### config.mk
export PLATFORM = sky130hd
export DESIGN_NAME = fifo_rr_merge
export DESIGN_NICKNAME = d
export VERILOG_FILES = /design/src/rtl/fifo_rr_merge.sv
export SDC_FILE = /design/constraint.sdc
export NUM_CORES = 1
export LEC_CHECK = 0
export ABC_AREA = 1
export CELL_PAD_IN_SITES_DETAIL_PLACEMENT = 0
export CELL_PAD_IN_SITES_GLOBAL_PLACEMENT = 2
export CORE_ASPECT_RATIO = 0.8
export CORE_MARGIN = 5
export CORE_UTILIZATION = 25
export CTS_BUF_LIST = sky130_fd_sc_hd__clkbuf_8
export DETAILED_ROUTE_END_ITERATION = 7
export GPL_TIMING_DRIVEN = 1
export HOLD_SLACK_MARGIN = 0.08
export PLACE_DENSITY_LB_ADDON = 0.1
export SYNTH_ARGS = -nofsm -noshare
export SYNTH_HDL_FRONTEND = slang
export SYNTH_SLANG_ARGS = --single-unit
### constraint.sdc
create_clock -name clk -period 4.7 [get_ports clk]
set_input_delay 0.94 -clock clk [delete_from_list [all_inputs] [get_ports clk]]
set_output_delay 0.94 -clock clk [all_outputs]
set_load 0.03 [all_outputs]
### src/rtl/fifo_rr_merge.sv
// Round-robin merge of NUM_INPUTS FWFT FIFO outputs into one valid/ready stream.
// The output sits behind a registered main/skid pair, so no upstream ready depends on downstream ready.
module fifo_rr_merge #(
    parameter int NUM_INPUTS = 4,
    parameter int DATA_WIDTH = 64,
    localparam int SRC_WIDTH = (NUM_INPUTS > 1) ? $clog2(NUM_INPUTS) : 1
) (
    input  logic                                  clk,
    input  logic                                  reset,
    input  logic [NUM_INPUTS-1:0]                 ia__data_in_valid,
    input  logic [NUM_INPUTS-1:0][DATA_WIDTH-1:0] ia__data_in,
    output logic [NUM_INPUTS-1:0]                 oa__data_in_ready,
    output logic                                  o__data_out_valid,
    output logic [DATA_WIDTH-1:0]                 o__data_out,
    output logic [SRC_WIDTH-1:0]                  o__data_out_src,
    input  logic                                  i__data_out_ready
);

    typedef enum logic [1:0] {EMPTY, ONE, TWO} state_t;

    typedef struct packed {
        logic [DATA_WIDTH-1:0] data;
        logic [SRC_WIDTH-1:0]  src;
    } beat_t;

    state_t               state;
    beat_t                main_q, skid_q, in_beat;
    logic [SRC_WIDTH-1:0] rr_ptr, grant, idx;
    logic                 grant_vld, can_accept, accept, pop;

    // First valid channel at or after rr_ptr, wrapping modulo NUM_INPUTS.
    always_comb begin
        grant_vld = 1'b0;
        grant     = '0;
        idx       = '0;
        for (int k = 0; k < NUM_INPUTS; k++) begin
            if (int'(rr_ptr) + k >= NUM_INPUTS)
                idx = SRC_WIDTH'(int'(rr_ptr) + k - NUM_INPUTS);
            else
                idx = SRC_WIDTH'(int'(rr_ptr) + k);
            if (!grant_vld && ia__data_in_valid[idx]) begin
                grant_vld = 1'b1;
                grant     = idx;
            end
        end
    end

    assign can_accept = (state != TWO) && reset;
    assign accept     = can_accept && grant_vld;
    assign pop        = o__data_out_valid && i__data_out_ready;
    assign in_beat    = '{data: ia__data_in[grant], src: grant};

    always_comb begin
        oa__data_in_ready = '0;
        if (grant_vld) oa__data_in_ready[grant] = can_accept;
    end

    always_ff @(posedge clk) begin
        if (!reset) begin
            state  <= EMPTY;
            rr_ptr <= '0;
            main_q <= '0;
            skid_q <= '0;
        end else begin
            if (accept)
                rr_ptr <= (grant == SRC_WIDTH'(NUM_INPUTS - 1)) ? '0 : grant + SRC_WIDTH'(1);
            case (state)
                EMPTY: begin
                    if (accept) begin
                        main_q <= in_beat;
                        state  <= ONE;
                    end
                end
                ONE: begin
                    if (accept && !pop) begin
                        skid_q <= in_beat;
                        state  <= TWO;
                    end else if (accept && pop) begin
                        main_q <= in_beat;
                    end else if (pop) begin
                        state  <= EMPTY;
                    end
                end
                TWO: begin
                    if (pop) begin
                        main_q <= skid_q;
                        state  <= ONE;
                    end
                end
                default: state <= EMPTY;
            endcase
        end
    end

    assign o__data_out_valid = (state != EMPTY);
    assign o__data_out       = main_q.data;
    assign o__data_out_src   = main_q.src;

endmodule

==> PnR_summary.wiki <==
{| class="wikitable"
! Metric !! Value
|-
| Placed cell areas || 12000 sq um
|-
| Final period util || 0.840
|-
| Largest net degree at the start of global routing || 129
|-
| Worst reg-to-reg path cell count || 12
|-
| Synthesis-to-layout area growth || 45.1%
|-
| Pre-CTS setup slack || 0.586 ns
|-
| Clock slew at reported path FFs || 0.09 ns
|-
| Final std cell area, no fill || 12500 sq um
|-
| Cell depth of the worst min-delay path || 2
|-
| # DRC || 0
|-
| Ordered cell list for the critical path || clkdlybuf4s50_1 > inv_1 > nand2_1 > nand3_1 > nand2_1 > inv_1 > nand2_1 > nand2_4 > nand3_4 > ha_1 > nand2_1 > inv_1 > buf_4
|-
| Required time of the critical path || 3.76 ns
|-
| Via count of the first global-routing pass || 9909
|-
| Hold Crit Class || reg -> reg
|-
| Netlist cell types || 24
|-
| TritonCTS clock tree || yes
|-
| Peak VDD IR || 0.618 mV
|-
| Endpoint arrival time on the critical path || 3.01 ns
|-
| DIE AREA || 38200 sq um
|-
| Port bufs || 333
|-
| Power per cell area || 781 nW/um^2
|-
| Number of detailed-route iterations in the first pass || 4
|-
| Site row count || 60
|-
| Starting density of the core || 0.255
|-
| Ant. Diodes || 0
|-
| Setup TNS Final || 0 ns
|-
| Routed length per placed instance || 19.0 um
|-
| Via density per instance || 4.99
|-
| Netlist Area Pre-Place || 8600 sq um
|-
| Minimum setup slack in the final design || 0.753 ns
|-
| Number of placed instances, taps included || 1997
|-
| Total grt overflow || 0
|-
| # clock sinks || 136
|-
| Library cell used as clock root buffer || sky130_fd_sc_hd__clkbuf_8
|-
| Post-detailed-routing wire length || 38600 um
|-
| HPWL after detailed placement || 25000 um
|-
| Count of state elements after synthesis || 136
|-
| Max-slew violation count || 0
|-
| Fraction of the yosys area taken by sequential cells || 0.317
|-
| Startpoint class of the critical path || input port
|-
| Transition time at the pin with the least slew margin || 0.980 ns
|-
| Setup Viol. Count Final || 0
|-
| Fraction of the core area covered by cells at the end of the flow || 0.369
|-
| Library cell occupying the most area in the post-synthesis netlist || sky130_fd_sc_hd__dfxtp_1
|-
| Post-CTS setup-driven buffer insertion count || 0
|-
| Fraction of layout cells with a size suffix above 1 || 0.0445
|-
| Max capacitance violation total || 0
|-
| CTS hold repair buffers || 0
|-
| Launch instance of the worst register-to-register path || rr_ptr[0]$_SDFFE_PN0P_
|-
| Final period demand of the worst path || 3.95 ns
|-
| Number of clock buffers inserted by TritonCTS || 17
|-
| Number of routed nets with antenna violations || 0
|-
| Run status || completed
|-
| Nets || 1849
|-
| Biggest fanout along the worst timing path || 34
|-
| Fillers || 3704
|-
| Type of element capturing the critical path || output port
|-
| Final weighted congestion in routability-driven placement || 0.812
|-
| Highest clock rate || 253 MHz
|-
| Unrepaired setup endpoints after global routing || no
|-
| Final std cells w/o fill || 2029
|-
| Critical path type || in -> out
|-
| Leakage power || 5.58 nW
|-
| Boundary pin count || 334
|-
| Launch instance of the worst min-delay path || skid_q[47]$_SDFFE_PN0P_
|-
| CP max-delay cell || sky130_fd_sc_hd__clkdlybuf4s50_1
|-
| Clock buffer depth || 2
|-
| Overall global routing resource usage || 0.194
|-
| Later-pin clock latency in the skew report || 0.47 ns
|-
| Post-synthesis instance total || 1339
|-
| Count of routing violations after the opening detailed-route iteration || 577
|-
| Post-CTS Resized || 0
|-
| Delay contributed by the slowest stage of the critical path || 0.43 ns
|-
| Die Y || 176 um
|-
| Fin. Hold Viols || 0
|-
| Worst hold margin || 0.529 ns
|-
| Max-Slew Margin vs Limit || 0.347
|-
| Worst min-delay path endpoint || o__data_out[45]$_SDFFE_PN0P_
|-
| Average footprint of a synthesized cell || 6.42 sq um
|-
| Net count of the mapped netlist || 1606
|-
| Number of vias after detailed routing || 10100
|-
| Register-to-register path setup slack || 1.24 ns
|-
| Global-route wire length before repair || 58700 um
|-
| Top-area cell type share of the netlist area || 0.317
|-
| Synthesis Warnings || 0
|-
| Die extent in x || 217 um
|-
| Worst clock skew || 0.0128 ns
|-
| Endpoint of the worst-slack reg-to-reg timing path || o__data_out[6]$_SDFFE_PN0P_
|-
| Most used cell along the critical path || sky130_fd_sc_hd__nand2_1
|-
| Antenna violations before repair || 5
|-
| Number of H-tree branching levels || 4
|-
| Core Area || 33800 sq um
|-
| Pwr Total || 9.74 mW
|-
| Cells taking the most area after synthesis || sky130_fd_sc_hd__dfxtp_1 (32%), sky130_fd_sc_hd__nand2_1 (16%), sky130_fd_sc_hd__nand3_1 (12%)
|}
[cell usage in the layout (no fill, tap or decap)]
master and n:
sky130_fd_sc_hd__nand3_2 1, sky130_fd_sc_hd__a211oi_1 1, sky130_fd_sc_hd__inv_1 84, sky130_fd_sc_hd__nand2_4 2, sky130_fd_sc_hd__clkbuf_8 20, sky130_fd_sc_hd__inv_2 5
sky130_fd_sc_hd__clkinv_2 3, sky130_fd_sc_hd__clkinvlp_4 1, sky130_fd_sc_hd__bufinv_16 4, sky130_fd_sc_hd__nor2_4 2, sky130_fd_sc_hd__nand2_2 3, sky130_fd_sc_hd__nand3_1 198
sky130_fd_sc_hd__buf_12 6, sky130_fd_sc_hd__inv_4 1, sky130_fd_sc_hd__dfxtp_1 136, sky130_fd_sc_hd__a21oi_1 138, sky130_fd_sc_hd__nand3_4 3, sky130_fd_sc_hd__nor2_1 5
sky130_fd_sc_hd__ha_1 4, sky130_fd_sc_hd__o21ai_0 65, sky130_fd_sc_hd__o21ai_1 6, sky130_fd_sc_hd__nand4_1 129, sky130_fd_sc_hd__clkdlybuf4s50_1 328, sky130_fd_sc_hd__nand2_1 366
sky130_fd_sc_hd__or2_2 1, sky130_fd_sc_hd__o21a_1 64, sky130_fd_sc_hd__buf_4 18, sky130_fd_sc_hd__inv_6 1
[area by class of cell]
class | instances | area, sq um | share of cell area
tap | 434 | 543 | 0.0435
inverter | 87 | 334 | 0.0268
timing repair buffer | 352 | 3540 | 0.284
clock inverter | 12 | 158 | 0.0126
multi-input combinational | 988 | 4910 | 0.393
clock buffer | 20 | 275 | 0.0221
sequential | 136 | 2720 | 0.218
[state kept, by name, indices dropped and copies added (netlist names)]
name / cells
state: 2
rr_ptr: 2
o__data_out: 64
o__data_out_src: 2
skid_q: 66
[metal layers]
| metal | vias to the layer above | global-route usage | share of wire |
|---|---|---|---|
| li1 | 5064 | - | - |
| met1 | 4768 | 0.266 | 0.47 |
| met2 | 256 | 0.310 | 0.46 |
| met3 | 30 | 0.0541 | 0.057 |
| met4 | 10 | 0.0311 | 0.0093 |
| met5 | - | 0 | 0.0021 |
[worst max path at each step]
| stage | start | endpoint | cells past startpoint |
|---|---|---|---|
| finish | ia__data_in_valid[3] | oa__data_in_ready[2] | 13 |
| global route | ia__data_in_valid[3] | oa__data_in_ready[3] | 14 |
| CTS | ia__data_in_valid[3] | oa__data_in_ready[2] | 13 |
| detailed placement | ia__data_in_valid[3] | o__data_out[6]$_SDFFE_PN0P_ | 14 |
| global placement | ia__data_in_valid[3] | o__data_out[56]$_SDFFE_PN0P_ | 14 |
| floorplan | ia__data_in_valid[3] | oa__data_in_ready[0] | 11 |
[synthesized netlist by cell type (all sizes together)]
| library cell | count |
|---|---|
| a211oi | 1 |
| a21oi | 138 |
| buf | 93 |
| clkbuf | 35 |
| dfxtp | 136 |
| ha | 4 |
| inv | 87 |
| nand2 | 371 |
| nand3 | 202 |
| nand4 | 129 |
| nor2 | 7 |
| o21a | 64 |
| o21ai | 71 |
| or2 | 1 |
[power breakdown]
part           internal (mW)  switching [mW]  total [mW]  leakage (nW)
registers               1.52           0.204        1.72          1.12
clock network          0.611           0.486        1.10         0.234
logic                   2.28            4.65        6.93          4.23
[kinds of logic after synthesis]
logic type / share of synthesized area
simple gates: 0.381
compound gates: 0.178
fa+ha+maj: 0.00582
flops: 0.317
buf+inv: 0.119
[critical path: cells and delay by family]
kind / cells / cell delay, ns
adder cells (fa/ha/maj): 1 / 0.34
AND/OR/NAND/NOR: 7 / 0.86
buffers and inverters: 5 / 0.84
(Power assumes the default switching activity.)
